### src/rtl/minmax_scan.sv
// minmax_scan: streaming signed min/max reduction with index tracking.
//
// Takes a block of len signed words over a valid/ready handshake. It keeps
// the running minimum and maximum and the 0-based index of each. A one-cycle
// done pulse marks the results as final. The results then hold until the
// next accepted start.
//
// Ports:
//   clk       rising-edge clock
//   rst_n     asynchronous active-low reset
//   start     begin a scan (sampled only in IDLE)
//   len       number of words to scan, sampled with start
//   in_valid  producer has a word on in_data
//   in_ready  block accepts a word this cycle
//   in_data   signed input word
//   busy      high in SCAN and DONE
//   done      one-cycle pulse when results are final
//   min_out   running/final signed minimum
//   max_out   running/final signed maximum
//   min_idx   index of min_out within the scan
//   max_idx   index of max_out within the scan
module minmax_scan #(
  parameter int WIDTH = 32,
  parameter int CNT_W = 16
) (
  input  logic             clk,
  input  logic             rst_n,
  input  logic             start,
  input  logic [CNT_W-1:0] len,
  input  logic             in_valid,
  output logic             in_ready,
  input  logic [WIDTH-1:0] in_data,
  output logic             busy,
  output logic             done,
  output logic [WIDTH-1:0] min_out,
  output logic [WIDTH-1:0] max_out,
  output logic [CNT_W-1:0] min_idx,
  output logic [CNT_W-1:0] max_idx
);

  typedef enum logic [1:0] {
    IDLE = 2'd0,
    SCAN = 2'd1,
    DONE = 2'd2
  } state_t;

  // Signed a < b built from the sign bits and a plain WIDTH-bit subtraction.
  // When the signs differ, the subtraction could overflow. In that case the
  // sign of a alone decides the result. When the signs match, the MSB of the
  // difference is correct.
  function automatic logic slt(input logic [WIDTH-1:0] a, input logic [WIDTH-1:0] b);
    logic [WIDTH-1:0] diff;
    diff = a - b;
    if (a[WIDTH-1] != b[WIDTH-1]) begin
      slt = a[WIDTH-1];
    end else begin
      slt = diff[WIDTH-1];
    end
  endfunction

  state_t           state_r, state_s;
  logic [CNT_W-1:0] count_r, count_s;
  logic [CNT_W-1:0] len_r, len_s;
  logic [WIDTH-1:0] min_r, min_s;
  logic [WIDTH-1:0] max_r, max_s;
  logic [CNT_W-1:0] min_idx_r, min_idx_s;
  logic [CNT_W-1:0] max_idx_r, max_idx_s;
  logic             in_ready_r, busy_r, done_r;
  logic             xfer_s;

  // Transfers can only happen in SCAN, where in_ready is guaranteed high.
  assign xfer_s = (state_r == SCAN) && in_valid;

  // Next-state and next-datapath logic.
  always_comb begin
    state_s   = state_r;
    count_s   = count_r;
    len_s     = len_r;
    min_s     = min_r;
    max_s     = max_r;
    min_idx_s = min_idx_r;
    max_idx_s = max_idx_r;
    case (state_r)
      IDLE: begin
        if (start) begin
          count_s   = {CNT_W{1'b0}};
          min_s     = {WIDTH{1'b0}};
          max_s     = {WIDTH{1'b0}};
          min_idx_s = {CNT_W{1'b0}};
          max_idx_s = {CNT_W{1'b0}};
          len_s     = len;
          if (len != {CNT_W{1'b0}}) begin
            state_s = SCAN;
          end else begin
            state_s = DONE;
          end
        end else begin
          state_s = IDLE;
        end
      end
      SCAN: begin
        if (xfer_s) begin
          if (count_r == {CNT_W{1'b0}}) begin
            min_s     = in_data;
            max_s     = in_data;
            min_idx_s = {CNT_W{1'b0}};
            max_idx_s = {CNT_W{1'b0}};
          end else begin
            // Strict compares: a tie keeps the earlier index.
            if (slt(in_data, min_r)) begin
              min_s     = in_data;
              min_idx_s = count_r;
            end else begin
              min_s     = min_r;
            end
            if (slt(max_r, in_data)) begin
              max_s     = in_data;
              max_idx_s = count_r;
            end else begin
              max_s     = max_r;
            end
          end
          count_s = count_r + {{(CNT_W-1){1'b0}}, 1'b1};
          if (count_r == (len_r - {{(CNT_W-1){1'b0}}, 1'b1})) begin
            state_s = DONE;
          end else begin
            state_s = SCAN;
          end
        end else begin
          state_s = SCAN;
        end
      end
      DONE: begin
        state_s = IDLE;
      end
      default: begin
        state_s = IDLE;
      end
    endcase
  end

  // State, datapath and registered status flags decoded from the next state.
  always_ff @(posedge clk or negedge rst_n) begin
    if (!rst_n) begin
      state_r    <= IDLE;
      count_r    <= {CNT_W{1'b0}};
      len_r      <= {CNT_W{1'b0}};
      min_r      <= {WIDTH{1'b0}};
      max_r      <= {WIDTH{1'b0}};
      min_idx_r  <= {CNT_W{1'b0}};
      max_idx_r  <= {CNT_W{1'b0}};
      in_ready_r <= 1'b0;
      busy_r     <= 1'b0;
      done_r     <= 1'b0;
    end else begin
      state_r    <= state_s;
      count_r    <= count_s;
      len_r      <= len_s;
      min_r      <= min_s;
      max_r      <= max_s;
      min_idx_r  <= min_idx_s;
      max_idx_r  <= max_idx_s;
      in_ready_r <= (state_s == SCAN);
      busy_r     <= (state_s != IDLE);
      done_r     <= (state_s == DONE);
    end
  end

  assign in_ready = in_ready_r;
  assign busy     = busy_r;
  assign done     = done_r;
  assign min_out  = min_r;
  assign max_out  = max_r;
  assign min_idx  = min_idx_r;
  assign max_idx  = max_idx_r;

endmodule

### config.mk
export PLATFORM = sky130hd
export DESIGN_NAME = minmax_scan
export DESIGN_NICKNAME = d
export VERILOG_FILES = /design/src/rtl/minmax_scan.sv
export SDC_FILE = /design/constraint.sdc
export NUM_CORES = 1
export LEC_CHECK = 0
export ABC_AREA = 1
export ABC_CLOCK_PERIOD_IN_PS = 3140
export CELL_PAD_IN_SITES_DETAIL_PLACEMENT = 1
export CELL_PAD_IN_SITES_GLOBAL_PLACEMENT = 1
export CORE_MARGIN = 2
export CORE_UTILIZATION = 35
export DETAILED_ROUTE_END_ITERATION = 16
export GPL_TIMING_DRIVEN = 0
export MAX_ROUTING_LAYER = met4
export PLACE_DENSITY = 0.76
export SLEW_MARGIN = 10
export SYNTH_ARGS = -nofsm -noshare
export SYNTH_HDL_FRONTEND = slang
export SYNTH_SLANG_ARGS = --single-unit
### constraint.sdc
create_clock -name clk -period 3.14 [get_ports clk]
set_input_delay 0.942 -clock clk [delete_from_list [all_inputs] [get_ports clk]]
set_output_delay 0.942 -clock clk [all_outputs]
set_load 0.03 [all_outputs]
==> key figures, run 1 <==
Clock tree
  – Library cell used as clock root buffer: sky130_fd_sc_hd__clkbuf_16
  – CTS tree: built
  – Number of hold buffers added after CTS: 0
  – # clock sinks: about 130
  – Buffers from clock root to sink, at most: 2
  – Maximum level of the CTS H-tree: 4
  – Worst skew pair latency: 0.42 ns
  – Clock-pin slew reported for the worst setup and hold paths after clock tree synthesis: about 0.06 ns
  – Number of CTS-inserted buffers: 17

Yosys
  – Synth area leader: sky130_fd_sc_hd__dfrtp_1
  – Leading register cell type out of synthesis: sky130_fd_sc_hd__dfrtp_1
  – Combined area of all synthesized cells: 7700 um2
  – Distinct cells, synth: 39
  – Count of flip-flops with a built-in enable after synthesis: 0
  – Yosys top cell area share: between 40% and 50%
  – Synthesized Nets: 1042
  – Syn Area/Cell: ~8.3 um2
  – Post-synthesis cell count: between 900 and 1000
  – Yosys warning count: 0
  – Sequential area share after synthesis: a little over two fifths
  – Async set-or-reset flop fraction in the synthesized netlist: 100%
  – Synthesis-stage register bit count: around 130
  – Area contributors post-synth: sky130_fd_sc_hd__dfrtp_1 43%, sky130_fd_sc_hd__ha_1 10%, sky130_fd_sc_hd__nand2_1 9.5%

Pwr
  – Sequential power share: 25.6%
  – Overall Power: ~12 mW
  – Clock share of power: approximately a fifth
  – Switch share: approximately 46%
  – Fraction of power consumed by combinational cells: 55.6%
  – Pwr dens: about 1100 nW/um2
  – Maximum resistive drop on vdd: around 0.43 mV
  – Total leakage power: around 5 nW
  – Psw: between 5 and 6 mW
  – Internal Power: 6.37 mW

Critical path
  – Maximum fanout along the worst path: 7
  – Peak per-stage delay on the critical path: ~0.37 ns
  – Setup slack of the most critical reg-to-reg path: ~0.42 ns
  – Kind of end point of the critical path: register
  – Combined buffer and inverter count along the critical path: 4
  – Required time at the worst-slack endpoint: about 3.5 ns
  – Crit path kind: in -> reg
  – Most repeated library cell on the critical path: sky130_fd_sc_hd__nand2_1
  – Arrival time at the worst endpoint: 3.36 ns
  – Critical-path cell list: dlygate4sd2_1, inv_1, ha_1, nand2_1, nor3_2, o21ai_1, nand2_1, a21oi_2, fa_2, o21ai_4, buf_8, bufbuf_16, nand2_1, o31ai_1
  – Slowest stage cell on the critical path: sky130_fd_sc_hd__fa_2
  – Cell family with most CP delay: buffers and inverters
  – Startpoint kind of the worst setup timing path: primary input

Place
  – Routability congestion estimate from global placement: between 0.8 and 0.9
  – Standard cell area after detailed placement: about 9600 um2
  – IO Port Bufs: 150
  – Half-perimeter wire length of the detailed placement result: about 19000 um

Global routing
  – Global-route total usage across every layer: 23.0%
  – Pin count of the biggest net entering global routing: 82
  – Initial antenna violation count: 0
  – Via count of the first global-routing pass: about 7800
  – Wire length of the first global-routing pass: 41500 um
  – Overflow left after global routing: 0

Drt
  – Detailed-route via count: approximately 7300
  – Residual DRC: 0
  – Wire length after detailed routing: 25700 um
  – Average detailed-routed wire length per instance: roughly 18 um
  – Antenna viol nets, final: 0
  – Number of iterations in the first detailed-routing pass: 4
  – Via density per instance: between 5 and 6
  – Number of violations reported at the end of detailed-routing iteration 0: around 270

Timing
  – Final Slew Violations: 0
  – Maximum clock frequency: between 0.3 and 0.4 GHz
  – Slew HR: 55.6%
  – Setup Total Neg Slack: 0 ns
  – Final setup violation count: 0
  – Post-Route Hold Slack: about 0.48 ns
  – Slew at the pin closest to its max-slew limit: around 0.67 ns
  – Unrepaired setup endpoints after global routing: no
  – Clock skew: about 0.011 ns
  – Fraction of the cycle the final worst path needs: just under 100%
  – Shortest period the worst path allows: about 3 ns
  – Final Hold Violating Endpoints: 0

Floorplanning
  – Die outline width: 152 um
  – Placeable core area: 21700 um2
  – Io pins: between 150 and 200
  – DIE HEIGHT: about 150 um
  – # rows: 54
  – Total die area: approximately 23000 um2
  – Initial standard-cell utilization of the core: between 30% and 40%

Layout
  – Nets: between 1000 and 1500
  – Antenna diodes: 0
  – Area growth from synthesis to final layout: 36.6%
  – Commonest cells after routing, fill and taps aside: 194 x sky130_fd_sc_hd__nand2_1, 133 x sky130_fd_sc_hd__dfrtp_1, 121 x sky130_fd_sc_hd__inv_1
  – FILL cells: roughly 2600
  – Proportion of layout cells with a drive suffix above 1: 12.3%
  – Final instance area: approximately 11000 um2
  – Most common cell after layout, fill and taps aside: sky130_fd_sc_hd__nand2_1

Worst hold path
  – Class of the most critical hold timing path: in -> async

Flow run
  – Max-cap violation count: 0

Status
  – Result of the run: completed
-- worst paths after layout --
kind	endpoint	startpoint	depth (start not counted)
max	max_out[26]$_DFFE_PN0P_	in_data[9]	14
max reg2reg	min_idx[8]$_DFFE_PN0P_	min_out[26]$_DFFE_PN0P_	14
max in group asynchronous	min_out[30]$_DFFE_PN0P_	rst_n	2
min in group clk	max_idx[3]$_DFFE_PN0P_	max_idx[3]$_DFFE_PN0P_	2
min reg2reg	max_idx[3]$_DFFE_PN0P_	max_idx[3]$_DFFE_PN0P_	2
min	min_out[4]$_DFFE_PN0P_	rst_n	1
-- area by class of cell --
class,instances,area (um2),share of cell area (%)
plain buffers,35,279,2.65
clock buffers,19,443,4.21
clock inverters,12,204,1.94
inverters,135,507,4.81
multi-input cells,622,3880,36.9
flip-flops and latches,133,3330,31.6
well taps,280,350,3.33
repair buffers,161,1530,14.6
-- synthesized netlist by cell type (5+ instances only) --
| cell type | count |
|---|---|
| sky130_fd_sc_hd__nor2_4 | 5 |
| sky130_fd_sc_hd__ha_1 | 63 |
| sky130_fd_sc_hd__buf_2 | 14 |
| sky130_fd_sc_hd__xor2_1 | 7 |
| sky130_fd_sc_hd__nand3_1 | 32 |
| sky130_fd_sc_hd__nand4_1 | 19 |
| sky130_fd_sc_hd__xnor2_1 | 7 |
| sky130_fd_sc_hd__inv_2 | 8 |
| sky130_fd_sc_hd__buf_4 | 5 |
| sky130_fd_sc_hd__nor2_1 | 48 |
| sky130_fd_sc_hd__inv_1 | 127 |
| sky130_fd_sc_hd__a211oi_1 | 6 |
| sky130_fd_sc_hd__nand2_1 | 195 |
| sky130_fd_sc_hd__dfrtp_1 | 133 |
| sky130_fd_sc_hd__nor3_1 | 10 |
| sky130_fd_sc_hd__a21oi_1 | 99 |
| sky130_fd_sc_hd__clkbuf_1 | 12 |
| sky130_fd_sc_hd__o21ai_0 | 38 |
| sky130_fd_sc_hd__o31ai_1 | 65 |
-- stage by stage --
step	setup WS, ns	util [%]	instances
2_1_floorplan	0.141	-	925
3_3_place_gp	-4.52	44.1	1355
3_5_place_dp	-0.966	44.2	1356
4_1_cts	0.00737	48.4	1395
5_1_grt	0.00453	48.5	1397
6_report	0.106	48.5	1397
-- power by group through the flow --
stage / registers (mW) / clock network [mW] / logic (mW)
global route: 3.10 / 2.32 / 7.13
detailed placement: 3.01 / 0 / 6.03
finish: 3.01 / 2.22 / 6.54
CTS: 2.99 / 2.25 / 6.44
global placement: 2.98 / 0 / 5.86
floorplan: 3.94 / 0 / 2.76
-- routing by layer --
metal,vias up,wire length [um],GRT usage (%)
li1,3452,-,-
met5,-,0,-
met3,50,909,3.90
met4,0,722,7.92
met2,184,12800,38.3
met1,3637,11300,28.5
-- worst register-to-register path, delay by kind of cell, from the launching register on --
family          cells  cell delay (ns)
compound gates      3             0.43
fa+ha+maj           2             0.64
buf+inv             4             0.54
flops               1             0.36
simple gates        5             0.67
-- registers in the layout, summed over array words and instances, names as in the netlist --
name,flops
busy,1
count_r,16
done,1
in_ready,1
len_r,16
max_idx,16
max_out,32
min_idx,16
min_out,32
state_r,2
-- logic make-up after synthesis --
kind of cell,count (synthesis),share of synthesized area (%)
buf+inv,170,8.95
simple gates,324,18.4
xor+xnor,14,1.59
fa+ha+maj,65,10.8
flops,133,43.2
compound gates,219,17.1
-- repair_timing --
item / CTS / global route
setup endpoints to repair: 96 / 96
buffers inserted: 6 / 2
hold endpoints to repair: 0 / 0
cloned: 2 / 0
gates resized for setup: 85 / 55
pin swaps: 13 / 13
Note: power is estimated with default switching activity, not from simulation.
==> run 2: changes to the inputs <==
Settings changed: CTS_CLUSTER_SIZE set to 30.
==> results of run 2 <==
No change in the layout: final DEF, timing and power equal those of run 1.
==> run 3: changes to the inputs <==
Settings changed: PLACE_DENSITY 0.76 to not set, PLACE_DENSITY_LB_ADDON set to 0.05, SLEW_MARGIN 10 to 40.
==> run 3 against run 2 <==
  * Worst setup slack improved by 0.018 ns
  * Die area unchanged
  * Sequential power about the same
  * Critical path type unchanged
  * Highest routed layer unchanged
  * First-iteration DRC count decreased by 21%
==> key figures, run 3 (synthesis results as in run 1) <==
Status
  – Result of the run: completed

Layout
  – Proportion of layout cells with a drive suffix above 1: a little over a tenth
  – Antenna diodes: 0
  – Area growth from synthesis to final layout: 37.4%
  – Post-Layout Cell Count: 1397
  – Most common cell after layout, fill and taps aside: sky130_fd_sc_hd__nand2_1
  – Post-layout util: 48.8%
  – Commonest cells after routing, fill and taps aside: 193 x sky130_fd_sc_hd__nand2_1, 133 x sky130_fd_sc_hd__dfrtp_1, 124 x sky130_fd_sc_hd__inv_1
  – Nets: 1221
  – FILL cells: between 2000 and 3000

Timing
  – Final Hold Violating Endpoints: 0
  – Final setup violation count: 0
  – Slew HR: ~54%
  – Fraction of the cycle the final worst path needs: between 90% and 100%
  – Maximum clock frequency: roughly 0.33 GHz
  – Setup ws final: roughly 0.12 ns
  – Post-Route Hold Slack: between 0.4 and 0.5 ns
  – Shortest period the worst path allows: 3.02 ns
  – Clock skew: between 0.01 and 0.015 ns
  – Final Slew Violations: 0
  – Slew at the pin closest to its max-slew limit: about 0.70 ns

Critical path
  – Reg-to-Reg End: max_out[0]$_DFFE_PN0P_
  – Startpoint kind of the worst setup timing path: primary input
  – Kind of end point of the critical path: register
  – Combined buffer and inverter count along the critical path: 3
  – Cell depth of the worst setup path: 12
  – Arrival time at the worst endpoint: 3.33 ns
  – RR Startpoint: max_out[30]$_DFFE_PN0P_
  – Maximum fanout along the worst path: 10
  – Origin of the worst setup path: in_data[12]
  – Slowest stage cell on the critical path: sky130_fd_sc_hd__fa_2
  – Peak per-stage delay on the critical path: slightly below 0.4 ns
  – Cell family with most CP delay: adder cells
  – Crit path kind: in -> reg
  – Critical-path cell list: dlygate4sd2_1, ha_1, nand4_1, nor3_2, o21ai_2, o2111ai_2, a21oi_2, fa_2, o21ai_4, buf_8, buf_4, a21oi_1
  – Required time at the worst-slack endpoint: about 3.5 ns
  – Worst-case reg-to-reg path depth: 12
  – Worst setup path endpoint: min_out[18]$_DFFE_PN0P_
  – Setup slack of the most critical reg-to-reg path: 0.42 ns

Drt
  – Detailed-route via count: 7082
  – Average detailed-routed wire length per instance: 17.7 um
  – Residual DRC: 0
  – Antenna viol nets, final: 0
  – Number of iterations in the first detailed-routing pass: 4
  – Via density per instance: approximately 5.1
  – Number of violations reported at the end of detailed-routing iteration 0: roughly 210
  – Wire length after detailed routing: 24800 um

Floorplanning
  – Die outline width: 152 um
  – Initial standard-cell utilization of the core: 35.5%
  – Io pins: 151
  – DIE HEIGHT: between 150 and 200 um
  – # rows: 54
  – Total die area: between 20000 and 25000 um2
  – Placeable core area: approximately 22000 um2

Pwr
  – Total leakage power: approximately 5.1 nW
  – Fraction of power consumed by combinational cells: around 56%
  – Pwr dens: 1100 nW/um2
  – Overall Power: around 12 mW
  – Internal Power: about 6.3 mW
  – Psw: 5.31 mW
  – Sequential power share: approximately a quarter
  – Maximum resistive drop on vdd: between 0.4 and 0.5 mV
  – Switch share: around 46%
  – Clock share of power: between 10% and 20%

Clock tree
  – Clock-pin slew reported for the worst setup and hold paths after clock tree synthesis: approximately 0.07 ns
  – Number of CTS-inserted buffers: 17
  – # clock sinks: between 100 and 150
  – Buffers from clock root to sink, at most: 2
  – Library cell used as clock root buffer: sky130_fd_sc_hd__clkbuf_16
  – Worst skew pair latency: 0.43 ns
  – Maximum level of the CTS H-tree: 4
  – CTS tree: built
  – Number of hold buffers added after CTS: 0

Global routing
  – Pin count of the biggest net entering global routing: around 70
  – Via count of the first global-routing pass: 7355
  – Overflow left after global routing: 0
  – Initial antenna violation count: 0
  – Global-route total usage across every layer: 22.1%
  – Wire length of the first global-routing pass: 39900 um

Place
  – IO Port Bufs: 150
  – Routability congestion estimate from global placement: a little under 0.9
  – Placed cell count: ~1400
  – Half-perimeter wire length of the detailed placement result: 18700 um
  – Worst setup slack before clock tree synthesis: -0.970 ns

Flow run
  – Max-cap violation count: 0

Worst hold path
  – Class of the most critical hold timing path: in -> async
## run 3: changes by cell type in the layout (fill, tap and decap cells not counted), moves of 3 or more
cell / previous run / this run
sky130_fd_sc_hd__clkbuf_2: 17 / 5
sky130_fd_sc_hd__dlygate4sd2_1: 8 / 16
sky130_fd_sc_hd__buf_6: 9 / 3
sky130_fd_sc_hd__clkbuf_16: 17 / 22
sky130_fd_sc_hd__buf_4: 11 / 7
sky130_fd_sc_hd__clkinv_4: 5 / 2
sky130_fd_sc_hd__clkinvlp_4: 0 / 3
sky130_fd_sc_hd__dlymetal6s2s_1: 1 / 4
sky130_fd_sc_hd__ha_1: 56 / 59
sky130_fd_sc_hd__ha_4: 7 / 4
sky130_fd_sc_hd__inv_1: 121 / 124
sky130_fd_sc_hd__inv_2: 14 / 11
## run 3: routing by layer
metal	vias up	wire [um]	GRT usage, %
met4	0	490	6.19
met1	3474	11000	27.2
met5	-	0	-
met3	33	706	3.44
met2	110	12600	37.8
li1	3465	-	-
## run 3: metrics by stage
step | cell area, um2 | setup TNS (ns)
floorplan | 7700 | 0
global placement | 9560 | -698.30
detailed placement | 9590 | -83.33
CTS | 10300 | 0
global route | 10600 | -0.0712
finish | 10600 | 0
## run 3: worst reg2reg max path: stages, from the launching register on
cell and delay [ns]:
sky130_fd_sc_hd__dfrtp_1 0.40, sky130_fd_sc_hd__ha_1 0.33, sky130_fd_sc_hd__nand4_1 0.21, sky130_fd_sc_hd__nor3_4 0.22
sky130_fd_sc_hd__nor4b_4 0.27, sky130_fd_sc_hd__a21oi_2 0.11, sky130_fd_sc_hd__fa_2 0.36, sky130_fd_sc_hd__o21ai_4 0.18
sky130_fd_sc_hd__buf_12 0.14, sky130_fd_sc_hd__clkbuf_16 0.15, sky130_fd_sc_hd__buf_8 0.11, sky130_fd_sc_hd__nand2_1 0.06
sky130_fd_sc_hd__o31ai_1 0.07
## run 3: how the worst min path moves through the flow
stage                            startpoint                 endpoint  slack (ns)  depth (start not counted)
floorplan             len_r[15]$_DFFE_PN0P_    len_r[15]$_DFFE_PN0P_        0.47                          2
global placement     min_idx[0]$_DFFE_PN0P_   min_idx[0]$_DFFE_PN0P_        0.46                          2
detailed placement  min_idx[13]$_DFFE_PN0P_  min_idx[13]$_DFFE_PN0P_        0.47                          2
CTS                                   rst_n   min_out[4]$_DFFE_PN0P_        0.47                          1
global route                          rst_n   min_out[4]$_DFFE_PN0P_        0.48                          1
finish                                rst_n   min_out[4]$_DFFE_PN0P_        0.45                          1
## run 3: final cells by class
class / instances / area (um2) / share of cell area [%]
Multi-Input combinational cell: 622 / 3840 / 36.3
Sequential cell: 133 / 3330 / 31.4
Timing Repair Buffer: 160 / 1670 / 15.8
Inverter: 135 / 507 / 4.79
Clock buffer: 21 / 470 / 4.44
Tap cell: 280 / 350 / 3.31
Buffer: 35 / 267 / 2.52
Clock inverter: 11 / 149 / 1.41
## run 3: repair_timing
item | 4_1_cts | 5_1_grt
buffers inserted | 3 | 1
pin swaps | 11 | 17
gates resized for setup | 65 | 41
cloned | 0 | 5
endpoints found under the setup margin | 96 | 96
## run 3: power groups by stage
| stage | Combinational, mW | Sequential, mW | Clock, mW |
|---|---|---|---|
| 2_1_floorplan | 2.76 | 3.94 | 0 |
| 3_3_place_gp | 5.92 | 3.00 | 0 |
| 3_5_place_dp | 6.03 | 3.01 | 0 |
| 4_1_cts | 6.26 | 2.99 | 2.15 |
| 5_1_grt | 7.17 | 3.09 | 2.22 |
| 6_report | 6.52 | 2.98 | 2.11 |
